==> config.mk <==
export PLATFORM = sky130hd
export DESIGN_NAME = mem_access
export DESIGN_NICKNAME = d
export VERILOG_FILES = /design/src/rtl/mem_pkg.sv /design/src/rtl/mem_access_load_align.sv /design/src/rtl/mem_access.sv
export SDC_FILE = /design/constraint.sdc
export NUM_CORES = 1
export LEC_CHECK = 0
export CAP_MARGIN = 10
export CORE_ASPECT_RATIO = 1.4
export CORE_MARGIN = 2
export CORE_UTILIZATION = 46
export CTS_CLUSTER_SIZE = 28
export DETAILED_ROUTE_END_ITERATION = 16
export PLACE_DENSITY = 0.93
export SYNTH_ARGS = -nofsm -noshare
export SYNTH_HDL_FRONTEND = slang
export SYNTH_SLANG_ARGS = --single-unit
==> constraint.sdc <==
create_clock -name clk -period 4 [get_ports clk]
set_input_delay 0.6 -clock clk [delete_from_list [all_inputs] [get_ports clk]]
set_output_delay 0.6 -clock clk [all_outputs]
set_load 0.03 [all_outputs]
==> src/rtl/mem_pkg.sv <==
// Shared definitions for the MEM stage: funct3 encodings, mem_command
// bit positions, FSM state encoding and small decode helpers.
package mem_pkg;

  localparam logic [2:0] LB  = 3'b000;
  localparam logic [2:0] LH  = 3'b001;
  localparam logic [2:0] LW  = 3'b010;
  localparam logic [2:0] LBU = 3'b100;
  localparam logic [2:0] LHU = 3'b101;
  localparam logic [2:0] SB  = 3'b000;
  localparam logic [2:0] SH  = 3'b001;
  localparam logic [2:0] SW  = 3'b010;

  localparam int CMD_ACCESS = 0;
  localparam int CMD_WRITE  = 1;
  localparam int CMD_F3_LO  = 2;
  localparam int CMD_F3_HI  = 4;

  typedef enum logic [1:0] {
    IDLE = 2'd0,
    WAIT = 2'd1,
    TRAP = 2'd2
  } state_t;

  // funct3 values with no defined load/store width never reach the bus
  function automatic logic f3_legal(input logic [2:0] f3);
    return !((f3 == 3'b011) || (f3 == 3'b110) || (f3 == 3'b111));
  endfunction

  // Halfword accesses need a[0]=0, word accesses need a[1:0]=0
  function automatic logic is_misaligned(input logic [2:0] f3, input logic [1:0] alo);
    logic mis;
    mis = 1'b0;
    case (f3)
      LH, LHU: mis = alo[0];
      LW:      mis = (alo != 2'b00);
      default: mis = 1'b0;
    endcase
    return mis;
  endfunction

endpackage

==> src/rtl/mem_access_load_align.sv <==
// load_align: picks the addressed byte/half out of a bus word and
// sign- or zero-extends it according to funct3. Purely combinational so
// a future cache refill path can reuse it.
module load_align
  import mem_pkg::*;
#(
  parameter int XLEN = 32
) (
  input  logic [XLEN-1:0] rdata,
  input  logic [1:0]      addr_lo,
  input  logic [2:0]      funct3,
  output logic [XLEN-1:0] data
);

  logic [7:0]  byte_sel;
  logic [15:0] half_sel;

  // Lane selection followed by extension
  always_comb begin
    byte_sel = rdata[7:0];
    case (addr_lo)
      2'd1:    byte_sel = rdata[15:8];
      2'd2:    byte_sel = rdata[23:16];
      2'd3:    byte_sel = rdata[31:24];
      default: byte_sel = rdata[7:0];
    endcase
    half_sel = addr_lo[1] ? rdata[31:16] : rdata[15:0];

    data = rdata;
    case (funct3)
      LB:      data = {{(XLEN-8){byte_sel[7]}}, byte_sel};
      LBU:     data = {{(XLEN-8){1'b0}}, byte_sel};
      LH:      data = {{(XLEN-16){half_sel[15]}}, half_sel};
      LHU:     data = {{(XLEN-16){1'b0}}, half_sel};
      LW:      data = rdata;
      default: data = rdata;
    endcase
  end

endmodule

==> src/rtl/mem_access.sv <==
// mem_access: MEM pipeline stage. Runs loads/stores over a req/ready bus,
// steers store lanes, formats load data and stalls upstream while busy.
// Optional macro MEM_MISALIGN_TRAP_EN turns misaligned half/word accesses
// into a one-cycle trap instead of silently using the low address bits.
//
//   state | meaning
//   IDLE  | accept a new instruction from execute
//   WAIT  | bus request outstanding, waiting for mem_ready or timeout
//   TRAP  | one-cycle misaligned-access trap pulse (macro build only)
module mem_access
  import mem_pkg::*;
#(
  parameter int XLEN        = 32,
  parameter int BUS_TIMEOUT = 0
) (
  input  logic            clk,
  input  logic            rst_n,
  input  logic            stop,
  input  logic            bubble,
  input  logic [4:0]      in_mem_command,
  input  logic [4:0]      in_reg_d,
  input  logic [XLEN-1:0] alu_out,
  input  logic [XLEN-1:0] in_mem_write_data,
  input  logic [XLEN-1:0] in_now_pc,
  output logic            mem_req,
  output logic            mem_we,
  output logic [XLEN-1:0] mem_addr,
  output logic [XLEN-1:0] mem_wdata,
  output logic [3:0]      mem_wstrb,
  input  logic            mem_ready,
  input  logic [XLEN-1:0] mem_rdata,
  output logic            mem_busy,
  output logic [4:0]      out_reg_d,
  output logic [XLEN-1:0] out_wb_data,
  output logic [XLEN-1:0] out_now_pc,
  output logic            out_trap,
  output logic [XLEN-1:0] out_trap_addr
);

  localparam int TMR_W = (BUS_TIMEOUT > 1) ? $clog2(BUS_TIMEOUT) : 1;
  localparam logic [TMR_W-1:0] TMR_LOAD = (BUS_TIMEOUT > 0) ? TMR_W'(BUS_TIMEOUT - 1) : '0;

  state_t state_q, state_d;

  logic            req_q, req_d;
  logic            we_q, we_d;
  logic [XLEN-1:0] addr_q, addr_d;
  logic [XLEN-1:0] wdata_q, wdata_d;
  logic [3:0]      wstrb_q, wstrb_d;
  logic [4:0]      reg_d_q, reg_d_d;
  logic [XLEN-1:0] wb_q, wb_d;
  logic [XLEN-1:0] pc_q, pc_d;
  logic [4:0]      lat_rd_q, lat_rd_d;
  logic [2:0]      lat_f3_q, lat_f3_d;
  logic [1:0]      lat_alo_q, lat_alo_d;
  logic [TMR_W-1:0] timer_q, timer_d;

  logic [2:0]      cmd_f3;
  logic [3:0]      st_strb;
  logic [XLEN-1:0] st_wdata;
  logic [XLEN-1:0] load_data;
  logic            timeout;

  assign cmd_f3  = in_mem_command[CMD_F3_HI:CMD_F3_LO];
  assign timeout = (BUS_TIMEOUT > 0) && (timer_q == '0);

`ifdef MEM_MISALIGN_TRAP_EN
  logic            trap_q, trap_d;
  logic [XLEN-1:0] trap_addr_q, trap_addr_d;

  assign out_trap      = trap_q;
  assign out_trap_addr = trap_addr_q;
`else
  assign out_trap      = 1'b0;
  assign out_trap_addr = '0;
`endif

  load_align #(.XLEN(XLEN)) u_load_align (
    .rdata   (mem_rdata),
    .addr_lo (lat_alo_q),
    .funct3  (lat_f3_q),
    .data    (load_data)
  );

  // Store lane steering from the incoming address and funct3
  always_comb begin
    st_strb  = 4'b1111;
    st_wdata = in_mem_write_data;
    case (cmd_f3)
      SB: begin
        st_strb  = 4'b0001 << alu_out[1:0];
        st_wdata = XLEN'({4{in_mem_write_data[7:0]}});
      end
      SH: begin
        st_strb  = 4'b0011 << {alu_out[1], 1'b0};
        st_wdata = XLEN'({2{in_mem_write_data[15:0]}});
      end
      SW: begin
        st_strb  = 4'b1111;
        st_wdata = in_mem_write_data;
      end
      default: begin
        st_strb  = 4'b1111;
        st_wdata = in_mem_write_data;
      end
    endcase
  end

  // Next-state and next-register values; everything holds unless changed
  always_comb begin
    state_d   = state_q;
    req_d     = req_q;
    we_d      = we_q;
    addr_d    = addr_q;
    wdata_d   = wdata_q;
    wstrb_d   = wstrb_q;
    reg_d_d   = reg_d_q;
    wb_d      = wb_q;
    pc_d      = pc_q;
    lat_rd_d  = lat_rd_q;
    lat_f3_d  = lat_f3_q;
    lat_alo_d = lat_alo_q;
    timer_d   = timer_q;
`ifdef MEM_MISALIGN_TRAP_EN
    trap_d      = 1'b0;
    trap_addr_d = trap_addr_q;
`endif

    case (state_q)
      IDLE: begin
        if (stop) begin
          state_d = IDLE;
        end else if (bubble) begin
          reg_d_d = '0;
          wb_d    = '0;
          pc_d    = in_now_pc;
        end else if (!in_mem_command[CMD_ACCESS]) begin
          reg_d_d = in_reg_d;
          wb_d    = alu_out;
          pc_d    = in_now_pc;
        end else if (!f3_legal(cmd_f3)) begin
          reg_d_d = '0;
          pc_d    = in_now_pc;
`ifdef MEM_MISALIGN_TRAP_EN
        end else if (is_misaligned(cmd_f3, alu_out[1:0])) begin
          state_d     = TRAP;
          reg_d_d     = '0;
          pc_d        = in_now_pc;
          trap_d      = 1'b1;
          trap_addr_d = alu_out;
`endif
        end else begin
          state_d   = WAIT;
          req_d     = 1'b1;
          we_d      = in_mem_command[CMD_WRITE];
          addr_d    = {alu_out[XLEN-1:2], 2'b00};
          wdata_d   = st_wdata;
          wstrb_d   = st_strb;
          lat_rd_d  = in_reg_d;
          lat_f3_d  = cmd_f3;
          lat_alo_d = alu_out[1:0];
          reg_d_d   = '0;
          pc_d      = in_now_pc;
          timer_d   = TMR_LOAD;
        end
      end
      WAIT: begin
        if (mem_ready) begin
          state_d = IDLE;
          req_d   = 1'b0;
          we_d    = 1'b0;
          if (we_q) begin
            reg_d_d = '0;
          end else begin
            reg_d_d = lat_rd_q;
            wb_d    = load_data;
          end
        end else if (timeout) begin
          state_d = IDLE;
          req_d   = 1'b0;
          we_d    = 1'b0;
          reg_d_d = '0;
        end else begin
          reg_d_d = '0;
          timer_d = timer_q - TMR_W'(1);
        end
      end
      TRAP: begin
        state_d = IDLE;
      end
      default: begin
        state_d = IDLE;
      end
    endcase
  end

  // Upstream stalls while a transaction is open or about to open, and
  // for the trap cycle
  assign mem_busy = ((state_q == WAIT) && !mem_ready) || (state_d == WAIT) ||
                    (state_q == TRAP);

  // FSM state register
  always_ff @(posedge clk) begin
    if (!rst_n) state_q <= IDLE;
    else        state_q <= state_d;
  end

  // Bus, writeback and latched-request registers
  always_ff @(posedge clk) begin
    if (!rst_n) begin
      req_q     <= 1'b0;
      we_q      <= 1'b0;
      addr_q    <= '0;
      wdata_q   <= '0;
      wstrb_q   <= '0;
      reg_d_q   <= '0;
      wb_q      <= '0;
      pc_q      <= '0;
      lat_rd_q  <= '0;
      lat_f3_q  <= '0;
      lat_alo_q <= '0;
      timer_q   <= '0;
    end else begin
      req_q     <= req_d;
      we_q      <= we_d;
      addr_q    <= addr_d;
      wdata_q   <= wdata_d;
      wstrb_q   <= wstrb_d;
      reg_d_q   <= reg_d_d;
      wb_q      <= wb_d;
      pc_q      <= pc_d;
      lat_rd_q  <= lat_rd_d;
      lat_f3_q  <= lat_f3_d;
      lat_alo_q <= lat_alo_d;
      timer_q   <= timer_d;
    end
  end

`ifdef MEM_MISALIGN_TRAP_EN
  // Trap pulse and faulting address
  always_ff @(posedge clk) begin
    if (!rst_n) begin
      trap_q      <= 1'b0;
      trap_addr_q <= '0;
    end else begin
      trap_q      <= trap_d;
      trap_addr_q <= trap_addr_d;
    end
  end
`endif

  assign mem_req     = req_q;
  assign mem_we      = we_q;
  assign mem_addr    = addr_q;
  assign mem_wdata   = wdata_q;
  assign mem_wstrb   = wstrb_q;
  assign out_reg_d   = reg_d_q;
  assign out_wb_data = wb_q;
  assign out_now_pc  = pc_q;

endmodule

==> results.toml <==
[route]
antenna_left = 0
vias = 7180
drt-total-wl_um = 23610
drcViolationCount = 0
via_per_inst = 5.460
wl_per_cell_um = 17.95
initialDrtViolationCount = 504
firstDrtPassIters = 6

[timing]
finalSetupViolations = 0
final.setup.tns_ns = 0
skew_ns = 0.009613
fin_crit_ns = 3.270
rsz0062_at_grt = "false"
finalHoldViolations = 0
fmax_ghz = 0.3058
fin_crit_sh_pct = 81.75
tightest_slew_ns = 0.9817
maxSlewViolCount = 0
max_slew_margin_pct = 34.55

[pwr]
p_sw_mw = 1.086
power.internal_mw = 2.722
p_total_mw = 3.808
clkPwrFrac_pct = 41.7
netSwitchingFraction_pct = 28.53
powerDensity_nw_per_um2 = 366.7
max-vdd-ir-drop_v = 0.0003025
power_frac_comb_pct = 17.1
p_seq_share_pct = 41.2
p_leak_nw = 3.911

[global_route]
antenna_found_initial = 0
grt_first_pass_wirelength_um = 35490
track_usage_pct = 28.12
grt_max_degree = 105
grt_overflow_total = 0
grt_pass1_vias = 6697

[critical_path]
critical_path_arrival_ns = 2.67
critPathLaunchType = "input port"
critPathMaxFanout = 39
required_ns = 3.40
cp-end-kind = "primary output"
r2r_slack_ns = 1.42
critPathKind = "input port to primary output"

[clock_network]
cts_tree = "yes"
cts_buffers = 17
cts_root_buffer = "clkbuf_16"
cts_sinks = 149
clk_latency_ns = 0.42
clk_path_buf_depth = 2
cts_hold_buf = 0
clkTransAtPathRegs_ns = 0.06
cts_htree_levels = 4
cts_setup_buffers = 0
cts-resized-gates = 0

[status]
status = "complete, no violations"

[synthesis]
synth_flop_cell = "dfxtp_1"
yosysSeqAreaShare_pct = 41.99
netlist_area_um2 = 7104
synth_edf_count = 0
synth-seq-cells = 149
synthCells = 866
synthArstFlopShare_pct = 0
synth_area_per_cell_um2 = 8.204
yosysUniqueCellTypes = 44
yosysWarnings = 0

[placement]
gp_congestion = 0.8976
io_buffer_count = 280
dpl.hpwl_um = 17100
placed_area_um2 = 9803

[floorplanning]
die_h_um = 151.0
fp-row-count = 53
die_area_um2 = 16470
core_area_um2 = 15050
start_util_pct = 47.19
die_w_um = 109.0
io_pins = 316

[final_layout]
final_net_count = 1253
multi_input_area_um2 = 3613
num-fill-cells = 1165
syn_to_final_growth_pct = 46.18
n_antenna_cell = 0
final_cell_mix = "clkdlybuf4s50_1 (279), nand2_1 (208), dfxtp_1 (149)"
final_area_um2 = 10390
seq_area_um2 = 2983
drive_above_1_share_pct = 6.411
final_common_cell = "clkdlybuf4s50_1"

[worst_hold_path]
hold_class = "register to register"

[job]
maxCapViolations = 0
==> cell usage after synthesis (all sizes together) (8+ instances only) <==
cell,number,area share [%]
o211a,17,2.4
o21ai,46,3.2
nand2b,18,1.6
a211oi,8,0.85
mux2i,25,3.5
dfxtp,149,42
nor2,30,1.8
clkbuf,34,1.8
nand3,42,3.0
o211ai,20,2.1
a221oi,10,1.2
nand2,208,11
a21boi,80,8.5
buf,70,6.6
inv,13,0.69
a21oi,54,4.3
nor2b,13,1.2
==> through the flow <==
| stage | hold WS, ns | setup WS (ns) | utilization, % | std cells |
|---|---|---|---|---|
| after global routing | 0.4783 | 0.6558 | 68.99 | 1315 |
| after floorplan | 0.4431 | 1.604 | - | 901 |
| final | 0.4611 | 0.7301 | 68.99 | 1315 |
| after CTS | 0.4639 | 0.7270 | 68.99 | 1315 |
| after global placement | 0.4455 | 0.7556 | 65.12 | 1283 |
| after detailed placement | 0.4530 | 0.7299 | 65.12 | 1283 |
==> cell families after synthesis <==
family,count (synthesis),synth area share [%]
compound gates,254,25.34
buf+inv,117,9.088
flops,149,41.99
mux,27,3.998
other cells,1,0.05278
simple gates,318,19.53
==> cell type report <==
class / instances / area share (%)
clock buffer: 18 / 4.229
clock inverter: 14 / 1.373
inverter: 13 / 0.4699
multi-input combinational: 635 / 34.80
sequential: 149 / 28.72
tap: 192 / 2.313
timing repair buffer: 294 / 28.10
==> metal layers <==
metal,part of all wire (%),routed length [um],global-route usage [%],vias up
met1,36,8589,31.58,3302
met2,50,11870,48.20,401
met5,0,0,0,-
li1,-,-,-,3389
met3,7.6,1791,6.196,88
met4,5.7,1352,16.67,0
==> registers in the layout, indices dropped and copies added, names as in the netlist <==
name,count
out_wb_data,32
lat_alo_q,2
mem_we,1
state_q,2
mem_wstrb,4
out_now_pc,32
out_reg_d,5
mem_req,1
mem_wdata,32
lat_rd_q,5
lat_f3_q,3
mem_addr,30
==> final timing paths <==
| path | from | endpoint | depth (start not counted) |
|---|---|---|---|
| worst min-delay path | out_now_pc[20] | out_now_pc[20] | 2 |
| worst max register to register | lat_alo_q[1] | out_wb_data[16] | 5 |
| worst min register to register | out_now_pc[20] | out_now_pc[20] | 2 |
| worst max-delay path | stop | mem_busy | 6 |
==> worst max-delay path, cell delays in order <==
cell and delay [ns]:
clkdlybuf4s50_1 0.50, or3_4 0.58, nor2_4 0.15, nor2_1 0.07, o21ai_0 0.07, clkdlybuf4s50_1 0.70
==> power groups by stage <==
stage          registers, mW  logic (mW)  clock network [mW]
6_report                1.57       0.652                1.59
2_1_floorplan           1.70       0.258                   0
3_5_place_dp            1.60       0.646                   0
5_1_grt                 1.57       0.693                1.67
3_3_place_gp            1.60       0.638                   0
4_1_cts                 1.57       0.650                1.61
No activity file was read; power rests on OpenSTA's default activity.
